--- src/rtl/vga_raster_gen_if.sv ---
// Bus between the raster generator and its consumers (draw_sprite and the VGA pins).
// The generator takes the master side; draw_sprite / the bench take the slave side.
interface vga_raster_gen_if;
    logic [9:0] spr_y;
    logic       spr_draw;
    logic [9:0] pixel_x;
    logic [9:0] pixel_y;
    logic       video_on;
    logic       spr_start;
    logic       frame_end;
    logic       hsync;
    logic       vsync;
    logic [7:0] rgb;

    modport master (
        input  spr_y, spr_draw,
        output pixel_x, pixel_y, video_on, spr_start, frame_end, hsync, vsync, rgb
    );

    modport slave (
        output spr_y, spr_draw,
        input  pixel_x, pixel_y, video_on, spr_start, frame_end, hsync, vsync, rgb
    );
endinterface

--- src/rtl/vga_raster_gen.sv ---
// VGA raster timing generator and pixel mux.
// Free-running h/v counters on the pixel clock, a per-frame sprite-start pulse
// in the horizontal blanking before the sprite's first line, and registered
// hsync/vsync/rgb outputs that trail pixel_x/pixel_y by one clock.
module vga_raster_gen #(
    parameter int unsigned H_ACTIVE  = 640,
    parameter int unsigned H_FP      = 16,
    parameter int unsigned H_SYNC    = 96,
    parameter int unsigned H_BP      = 48,
    parameter int unsigned V_ACTIVE  = 480,
    parameter int unsigned V_FP      = 10,
    parameter int unsigned V_SYNC    = 2,
    parameter int unsigned V_BP      = 33,
    parameter logic [7:0]  SPR_COLOR = 8'b000_111_00,
    parameter logic [7:0]  BG_COLOR  = 8'b000_000_00
) (
    input  logic              clk,
    input  logic              rst,
    vga_raster_gen_if.master  bus
);

    localparam int unsigned H_TOTAL = H_ACTIVE + H_FP + H_SYNC + H_BP;
    localparam int unsigned V_TOTAL = V_ACTIVE + V_FP + V_SYNC + V_BP;

    localparam logic [9:0] H_LAST = 10'(H_TOTAL - 1);
    localparam logic [9:0] V_LAST = 10'(V_TOTAL - 1);
    localparam logic [9:0] H_ACT  = 10'(H_ACTIVE);
    localparam logic [9:0] H_PRE  = 10'(H_ACTIVE - 1);
    localparam logic [9:0] V_ACT  = 10'(V_ACTIVE);
    localparam logic [9:0] HS_BEG = 10'(H_ACTIVE + H_FP);
    localparam logic [9:0] HS_END = 10'(H_ACTIVE + H_FP + H_SYNC);
    localparam logic [9:0] VS_BEG = 10'(V_ACTIVE + V_FP);
    localparam logic [9:0] VS_END = 10'(V_ACTIVE + V_FP + V_SYNC);

    logic [9:0] h;
    logic [9:0] v;
    logic [9:0] spr_y_q;
    logic [9:0] tgt;
    logic       h_last;
    logic       v_last;
    logic       active;
    logic       spr_start_q;
    logic       hsync_q;
    logic       vsync_q;
    logic [7:0] rgb_q;

    // Position decodes and the line on which the sprite start pulse is issued.
    always_comb begin
        h_last = (h == H_LAST);
        v_last = (v == V_LAST);
        active = (h < H_ACT) && (v < V_ACT);
        // Sprite on line 0 is armed from the last line of the previous frame.
        tgt    = (spr_y_q != '0) ? (spr_y_q - 10'd1) : V_LAST;
    end

    // Horizontal and vertical raster counters.
    always_ff @(posedge clk or negedge rst) begin
        if (!rst) begin
            h <= '0;
            v <= '0;
        end else if (h_last) begin
            h <= '0;
            v <= v_last ? '0 : (v + 10'd1);
        end else begin
            h <= h + 10'd1;
        end
    end

    // Capture the sprite line once per frame, on entry to the frame start.
    always_ff @(posedge clk or negedge rst) begin
        if (!rst) begin
            spr_y_q <= V_ACT;
        end else if (h_last && v_last) begin
            spr_y_q <= bus.spr_y;
        end
    end

    // One-cycle sprite arm pulse, high during h==H_ACTIVE of the target line.
    always_ff @(posedge clk or negedge rst) begin
        if (!rst) begin
            spr_start_q <= 1'b0;
        end else begin
            spr_start_q <= (h == H_PRE) && (v == tgt) && (spr_y_q < V_ACT);
        end
    end

    // Registered sync and colour outputs, one clock behind pixel_x/pixel_y.
    always_ff @(posedge clk or negedge rst) begin
        if (!rst) begin
            hsync_q <= 1'b1;
            vsync_q <= 1'b1;
            rgb_q   <= '0;
        end else begin
            hsync_q <= !((h >= HS_BEG) && (h < HS_END));
            vsync_q <= !((v >= VS_BEG) && (v < VS_END));
            rgb_q   <= active ? (bus.spr_draw ? SPR_COLOR : BG_COLOR) : '0;
        end
    end

    assign bus.pixel_x   = h;
    assign bus.pixel_y   = v;
    assign bus.video_on  = active;
    assign bus.frame_end = h_last && v_last;
    assign bus.spr_start = spr_start_q;
    assign bus.hsync     = hsync_q;
    assign bus.vsync     = vsync_q;
    assign bus.rgb       = rgb_q;

endmodule

--- src/flat_wrapper.sv ---
// flat-port wrapper written by rule: the top's interface ports become plain ports
module vga_raster_gen_flat 
#(
    parameter int unsigned H_ACTIVE  = 640,
    parameter int unsigned H_FP      = 16,
    parameter int unsigned H_SYNC    = 96,
    parameter int unsigned H_BP      = 48,
    parameter int unsigned V_ACTIVE  = 480,
    parameter int unsigned V_FP      = 10,
    parameter int unsigned V_SYNC    = 2,
    parameter int unsigned V_BP      = 33,
    parameter logic [7:0]  SPR_COLOR = 8'b000_111_00,
    parameter logic [7:0]  BG_COLOR  = 8'b000_000_00
)
  (clk, rst, bus_spr_y, bus_spr_draw, bus_pixel_x, bus_pixel_y, bus_video_on, bus_spr_start, bus_frame_end, bus_hsync, bus_vsync, bus_rgb);
  vga_raster_gen_if bus_i ();
  input  logic clk;
  input  logic rst;
  input wire logic [$bits(bus_i.spr_y)-1:0] bus_spr_y;
  input wire logic [$bits(bus_i.spr_draw)-1:0] bus_spr_draw;
  output wire logic [$bits(bus_i.pixel_x)-1:0] bus_pixel_x;
  output wire logic [$bits(bus_i.pixel_y)-1:0] bus_pixel_y;
  output wire logic [$bits(bus_i.video_on)-1:0] bus_video_on;
  output wire logic [$bits(bus_i.spr_start)-1:0] bus_spr_start;
  output wire logic [$bits(bus_i.frame_end)-1:0] bus_frame_end;
  output wire logic [$bits(bus_i.hsync)-1:0] bus_hsync;
  output wire logic [$bits(bus_i.vsync)-1:0] bus_vsync;
  output wire logic [$bits(bus_i.rgb)-1:0] bus_rgb;
  assign bus_i.spr_y = bus_spr_y;
  assign bus_i.spr_draw = bus_spr_draw;
  assign bus_pixel_x = bus_i.pixel_x;
  assign bus_pixel_y = bus_i.pixel_y;
  assign bus_video_on = bus_i.video_on;
  assign bus_spr_start = bus_i.spr_start;
  assign bus_frame_end = bus_i.frame_end;
  assign bus_hsync = bus_i.hsync;
  assign bus_vsync = bus_i.vsync;
  assign bus_rgb = bus_i.rgb;
  vga_raster_gen #(.H_ACTIVE(H_ACTIVE), .H_FP(H_FP), .H_SYNC(H_SYNC), .H_BP(H_BP), .V_ACTIVE(V_ACTIVE), .V_FP(V_FP), .V_SYNC(V_SYNC), .V_BP(V_BP), .SPR_COLOR(SPR_COLOR), .BG_COLOR(BG_COLOR)) u_core (.clk(clk), .rst(rst), .bus(bus_i));
endmodule
--- config.mk ---
export PLATFORM = sky130hd
export DESIGN_NAME = vga_raster_gen_flat
export DESIGN_NICKNAME = d
export VERILOG_FILES = /design/src/rtl/vga_raster_gen_if.sv /design/src/rtl/vga_raster_gen.sv /design/src/flat_wrapper.sv
export SDC_FILE = /design/constraint.sdc
export NUM_CORES = 1
export LEC_CHECK = 0
export ABC_AREA = 1
export CAP_MARGIN = 5
export CORE_MARGIN = 2
export CORE_UTILIZATION = 30
export DETAILED_ROUTE_END_ITERATION = 8
export PLACE_DENSITY_LB_ADDON = 0.25
export SKIP_CTS_REPAIR_TIMING = 1
export SLEW_MARGIN = 20
export SYNTH_ARGS = -nofsm -noshare
export SYNTH_HDL_FRONTEND = slang
export SYNTH_SLANG_ARGS = --single-unit
--- constraint.sdc ---
create_clock -name clk -period 3.51 [get_ports clk]
set_clock_uncertainty 0.15 [all_clocks]
set_input_delay 0.5265 -clock clk [delete_from_list [all_inputs] [get_ports clk]]
set_output_delay 0.5265 -clock clk [all_outputs]
set_load 0.03 [all_outputs]
==> results of run 1 <==
## worst reg2reg max path, stage by stage (launching register included)
cell and delay, ns:
dfrtp_1 0.36, inv_1 0.17, ha_1 0.22, nand2_2 0.10, nor2_4 0.15, nand3_4 0.19, nand2_1 0.11, nand2_1 0.05
nand2_1 0.07, nand2_1 0.05, nor2_1 0.09, nand3_1 0.09, nor2_1 0.09
## cell type report
class	count	share of cell area
multi-input combinational	207	0.398
sequential	34	0.309
timing repair buffer	42	0.150
inverter	46	0.0622
tap	99	0.0447
clock buffer	6	0.0298
clock inverter	2	0.00586
## logic make-up after synthesis
group | after synthesis
other | 1
DFF | 34
AOI/OAI and AO/OA | 28
buffers and inverters | 57
and+or+nand+nor | 164
adders and majority gates | 5
xor gates and xnor gates | 5
## Yosys cell counts, drive strengths merged
master	number	area, sq um
ha	5	62.6
nand3	24	148
nor3	9	61.3
nand4	10	62.6
dfrtp	28	701
dfstp	6	158
xor2	5	43.8
buf	11	91.3
o31ai	1	7.51
conb	1	3.75
nor4	2	18.8
nor3b	4	30.0
a21oi	5	25.0
o21ai	20	138
a31oi	2	12.5
inv	46	173
or2	1	6.26
nor2	37	166
nand2	77	304
## layout by cell type, fill, tap and decap left out, types with 3 or more instances in the layout
cell / instances
clkbuf_8: 6
conb_1: 5
nand2_2: 3
nor2_2: 5
o21ai_0: 10
nand4_1: 10
nand2_1: 73
ha_1: 5
nor3b_1: 4
nand3_1: 20
nor2_1: 30
inv_2: 9
clkdlybuf4s50_1: 40
nand3_2: 3
dfstp_2: 6
xor2_1: 5
inv_1: 37
o21ai_2: 10
nor3_1: 7
dfrtp_1: 28
a21oi_1: 5
## path summary, 6_finish.rpt
kind,start,end,slack (ns)
worst max-delay path,u_core.bus.pixel_y[1],bus_frame_end,0.58
worst min-delay path,u_core.bus.pixel_x[5],u_core.bus.hsync,0.39
worst max register to register,u_core.spr_y_q[0],u_core.bus.spr_start,1.56
worst min register to register,u_core.bus.pixel_x[5],u_core.bus.hsync,0.39
max in group asynchronous,rst,u_core.bus.vsync,2.37
min in group asynchronous,rst,u_core.spr_y_q[0],0.48
## flip-flops by register name (all words and copies together) (netlist names)
| signal | count |
|---|---|
| u_core.bus.pixel_x | 10 |
| u_core.bus.rgb | 1 |
| u_core.bus.hsync | 1 |
| u_core.spr_y_q | 10 |
| u_core.bus.pixel_y | 10 |
| u_core.bus.vsync | 1 |
| u_core.bus.spr_start | 1 |
## power breakdown
group          internal (mW)  total [mW]  switching [mW]
Clock                  0.161       0.322           0.161
Combinational         0.0154      0.0360          0.0206
Sequential             0.392       0.393        0.000368
## stage by stage
step,instances,power [mW],hold WS [ns]
after floorplan,298,0.417,0.0809
final,436,0.751,0.394
after detailed placement,428,0.437,0.385
after global routing,436,0.783,0.418
after global placement,428,0.437,0.380
after CTS,436,0.763,0.394
## metal layers
layer / up-vias / track usage / share of wire
li1: 1009 / - / -
met1: 931 / 0.184 / 0.46
met2: 38 / 0.232 / 0.48
met3: 10 / 0.0302 / 0.036
met4: 0 / 0.0590 / 0.021
met5: - / 0 / 0
==> run metrics, run 1 <==
synthesized flop and latch total 34; power per cell area 271 nW/um^2; critical path fanouts, max 5; Mapped Area 2210 sq um; Layout Utilization 0.384; post-synthesis cell type count 32; max incr delay on CP 0.66 ns; Synth Area in Simple Gates 0.360; GP Congestion 0.870; WL/cell 12.0 um; slowest stage cell, crit path clkdlybuf4s50_1; fin. max-slew vios 0; ant diodes 0; Final Setup Violations 0; dpl hpwl 4.04 mm; Top delay family on crit path buffers and inverters; DRT iter0 DRCs 98; register area 858 sq um; clk slew on worst S/H paths 0.08 ns; status completed; Adder-Cell Fraction of Synth Area 0.0283; synth warn 0; Die ar. 8080 sq um; fin area 2770 sq um; DIE HEIGHT 89.9 um; sequential element share of the synthesized area 0.388; CTS tree yes; Pleak 1.31 nW; Crit. End Element primary output; Die Wd 89.9 um; Post-DP Area 2680 sq um; num rows 31; CP required 2.83 ns; FMAX 0.341 GHz; clk sinks 34; worst-path cell chain inv_1 -> ha_1 -> nand2_1 -> nor4_2 -> nand2_1 -> inv_2 -> clkdlybuf4s50_1; Peak VDD IR 0.000109 V; share of layout cells above drive strength 1 0.160; Compound-Gate Fraction of Synth Area 0.0826; Place WS 0.881 ns; Levels on crit path 7; first-pass GRT wire length 9.34 mm; DRT antenna net count 0; final worst slack 0.576 ns; vias after detailed routing 1988; # IOs 46; XOR/XNOR Fraction of Synth Area 0.0198; crit path kind flip-flop to primary output; area occupied by multi-input gates 1100 sq um; clk_lat worst skew 0.30 ns; Post-Syn Instances 294; I/O Buffers 40; Initial DRT Pass Iterations 4; CORE AREA 7210 sq um; GRT Total Usage 0.142; number of remaining DRC errors 0; WP buf/inv 3; Clock Tree Root clkbuf_8; setup TNS 0 ns; largest family of logic cells by synthesized area simple AND/OR/NAND/NOR gates; initial antenna violation count 0; vias per cell 4.56; Worst path most repeated cell nand2_1; Routed Wire Length 5.22 mm; CTS Buf Count 5; r2r worst-path depth 12; Mean Syn Cell Area 7.52 sq um; Worst EP arrival 2.26 ns; largest net degree at the start of global routing 35; mux contribution to synthesized area 0; Initial Utilization 0.307; vias in the first global route 1964; Clock Tree Buf Depth 2; RSZ-0062 raised after global routing no; worst hold path type flip-flop to flip-flop; Max Cap Viol 0; hold path depth 1; nets 354; Final Cycle Share 0.836; post-layout min period 2.93 ns; CP startpoint kind flip-flop; total grt overflow 0; H-tree depth 2; Layout fillers 778; final hold vios 0; Layout area overhead 25.4%
(Power assumes the default switching activity.)
==> run 2: changes to the inputs <==
==> constraint.sdc (replaced) <==
create_clock -name clk -period 2.6 [get_ports clk]
set_clock_uncertainty 0.15 [all_clocks]
set_input_delay 0.39 -clock clk [delete_from_list [all_inputs] [get_ports clk]]
set_output_delay 0.39 -clock clk [all_outputs]
set_load 0.03 [all_outputs]
==> run metrics, run 2 (same netlist as run 1, synthesis figures left out) <==
status completed; CTS tree yes; most frequent cells in the layout nand2_1 (73), clkdlybuf4s50_1 (39), inv_1 (37), nor2_1 (30), dfrtp_1 (28); ant diodes 0; Initial Utilization 0.307; DRT iter0 DRCs 97; vias per cell 4.53; Die ar. 8080 sq um; RSZ-0062 raised after global routing no; first-pass GRT wire length 9.14 mm; clk_lat worst skew 0.29 ns; # IOs 46; Post-Layout Cell Count 436; Pleak 1.31 nW; R2R setup slack 0.59 ns; Layout area overhead 26.0%; Final Setup Violations 0; nets 354; Max Cap Viol 0; Peak VDD IR 0.000207 V; power per cell area 387 nW/um^2; vias after detailed routing 1977; FF-to-FF Start u_core.bus.pixel_y[1]; Initial DRT Pass Iterations 4; Clock Tree Root clkbuf_8; Post-Place Cells 428; WL/cell 12.2 um; dpl hpwl 4.12 mm; CP required 2.06 ns; post-layout min period 2.43 ns; CORE AREA 7210 sq um; CTS Buf Count 5; worst hold path type primary input to async pin; commonest non-fill, non-tap cell in the layout nand2_1; number of remaining DRC errors 0; largest net degree at the start of global routing 35; GRT Total Usage 0.141; crit path kind flip-flop to primary output; Routed Wire Length 5.33 mm; vias in the first global route 1967; critical path fanouts, max 6; CP startpoint kind flip-flop; final worst slack 0.166 ns; clk slew on worst S/H paths 0.08 ns; r2r worst-path depth 9; I/O Buffers 40; Final Cycle Share 0.936; Place WS 0.461 ns; DRT antenna net count 0; clk sinks 34; Worst EP arrival 1.89 ns; Crit. End Element primary output; num rows 31; H-tree depth 2; setup TNS 0 ns; GP Congestion 0.814; reg2reg end u_core.spr_y_q[9]; Tot Pwr 1.08 mW; share of layout cells above drive strength 1 0.163; Die Wd 89.9 um; initial antenna violation count 0; DIE HEIGHT 89.9 um; FMAX 0.411 GHz; hold_ws 0.362 ns; total grt overflow 0; final hold vios 0; fin. max-slew vios 0; Clock Tree Buf Depth 2
run 2: cell type report:
| class | count | area [sq um] |
|---|---|---|
| Clock buffer | 5 | 68.8 |
| Clock inverter | 3 | 45.0 |
| Inverter | 46 | 173 |
| Sequential cell | 34 | 858 |
| Multi-Input combinational cell | 207 | 1100 |
| Timing Repair Buffer | 42 | 413 |
| Tap cell | 99 | 124 |
| Fill cell | 785 | 4430 |
run 2: where the power goes:
| part | leakage [nW] | internal [mW] | switching (mW) | total, mW |
|---|---|---|---|---|
| sequential | 0.406 | 0.530 | 0.000509 | 0.530 |
| clock | 0.0504 | 0.285 | 0.214 | 0.499 |
| combinational | 0.855 | 0.0208 | 0.0281 | 0.0490 |
| total | 1.31 | 0.836 | 0.243 | 1.08 |
run 2: worst max-delay path by stage:
| stage | slack (ns) | cells after the start | endpoint | start |
|---|---|---|---|---|
| finish | 0.17 | 4 | bus_video_on | u_core.bus.pixel_x[8] |
| global route | 0.04 | 7 | bus_frame_end | u_core.bus.pixel_y[1] |
| CTS | 0.13 | 4 | bus_video_on | u_core.bus.pixel_x[8] |
| detailed placement | 0.46 | 4 | bus_video_on | u_core.bus.pixel_x[8] |
| global placement | 0.48 | 4 | bus_video_on | u_core.bus.pixel_x[8] |
| floorplan | 0.47 | 8 | bus_frame_end | u_core.bus.pixel_x[1] |
run 2: through the flow:
step	utilization	cell area, sq um
floorplan	-	2230
global placement	0.370	2670
detailed placement	0.370	2670
CTS	0.386	2790
global route	0.386	2790
finish	0.386	2790
run 2: metal layers:
layer	global-route usage	vias up	routed length [um]	share of wire
met5	0	-	0	0
met4	0.0487	0	69	0.013
met3	0.0293	4	176	0.033
met2	0.244	43	2560	0.48
met1	0.175	913	2530	0.47
li1	-	1017	-	-
run 2: worst max-delay path, cell delays in order (launching register included):
cell	delay [ns]
dfrtp_1	0.44
nand2_1	0.21
nand3_1	0.15
nor2_1	0.13
clkdlybuf4s50_1	0.68
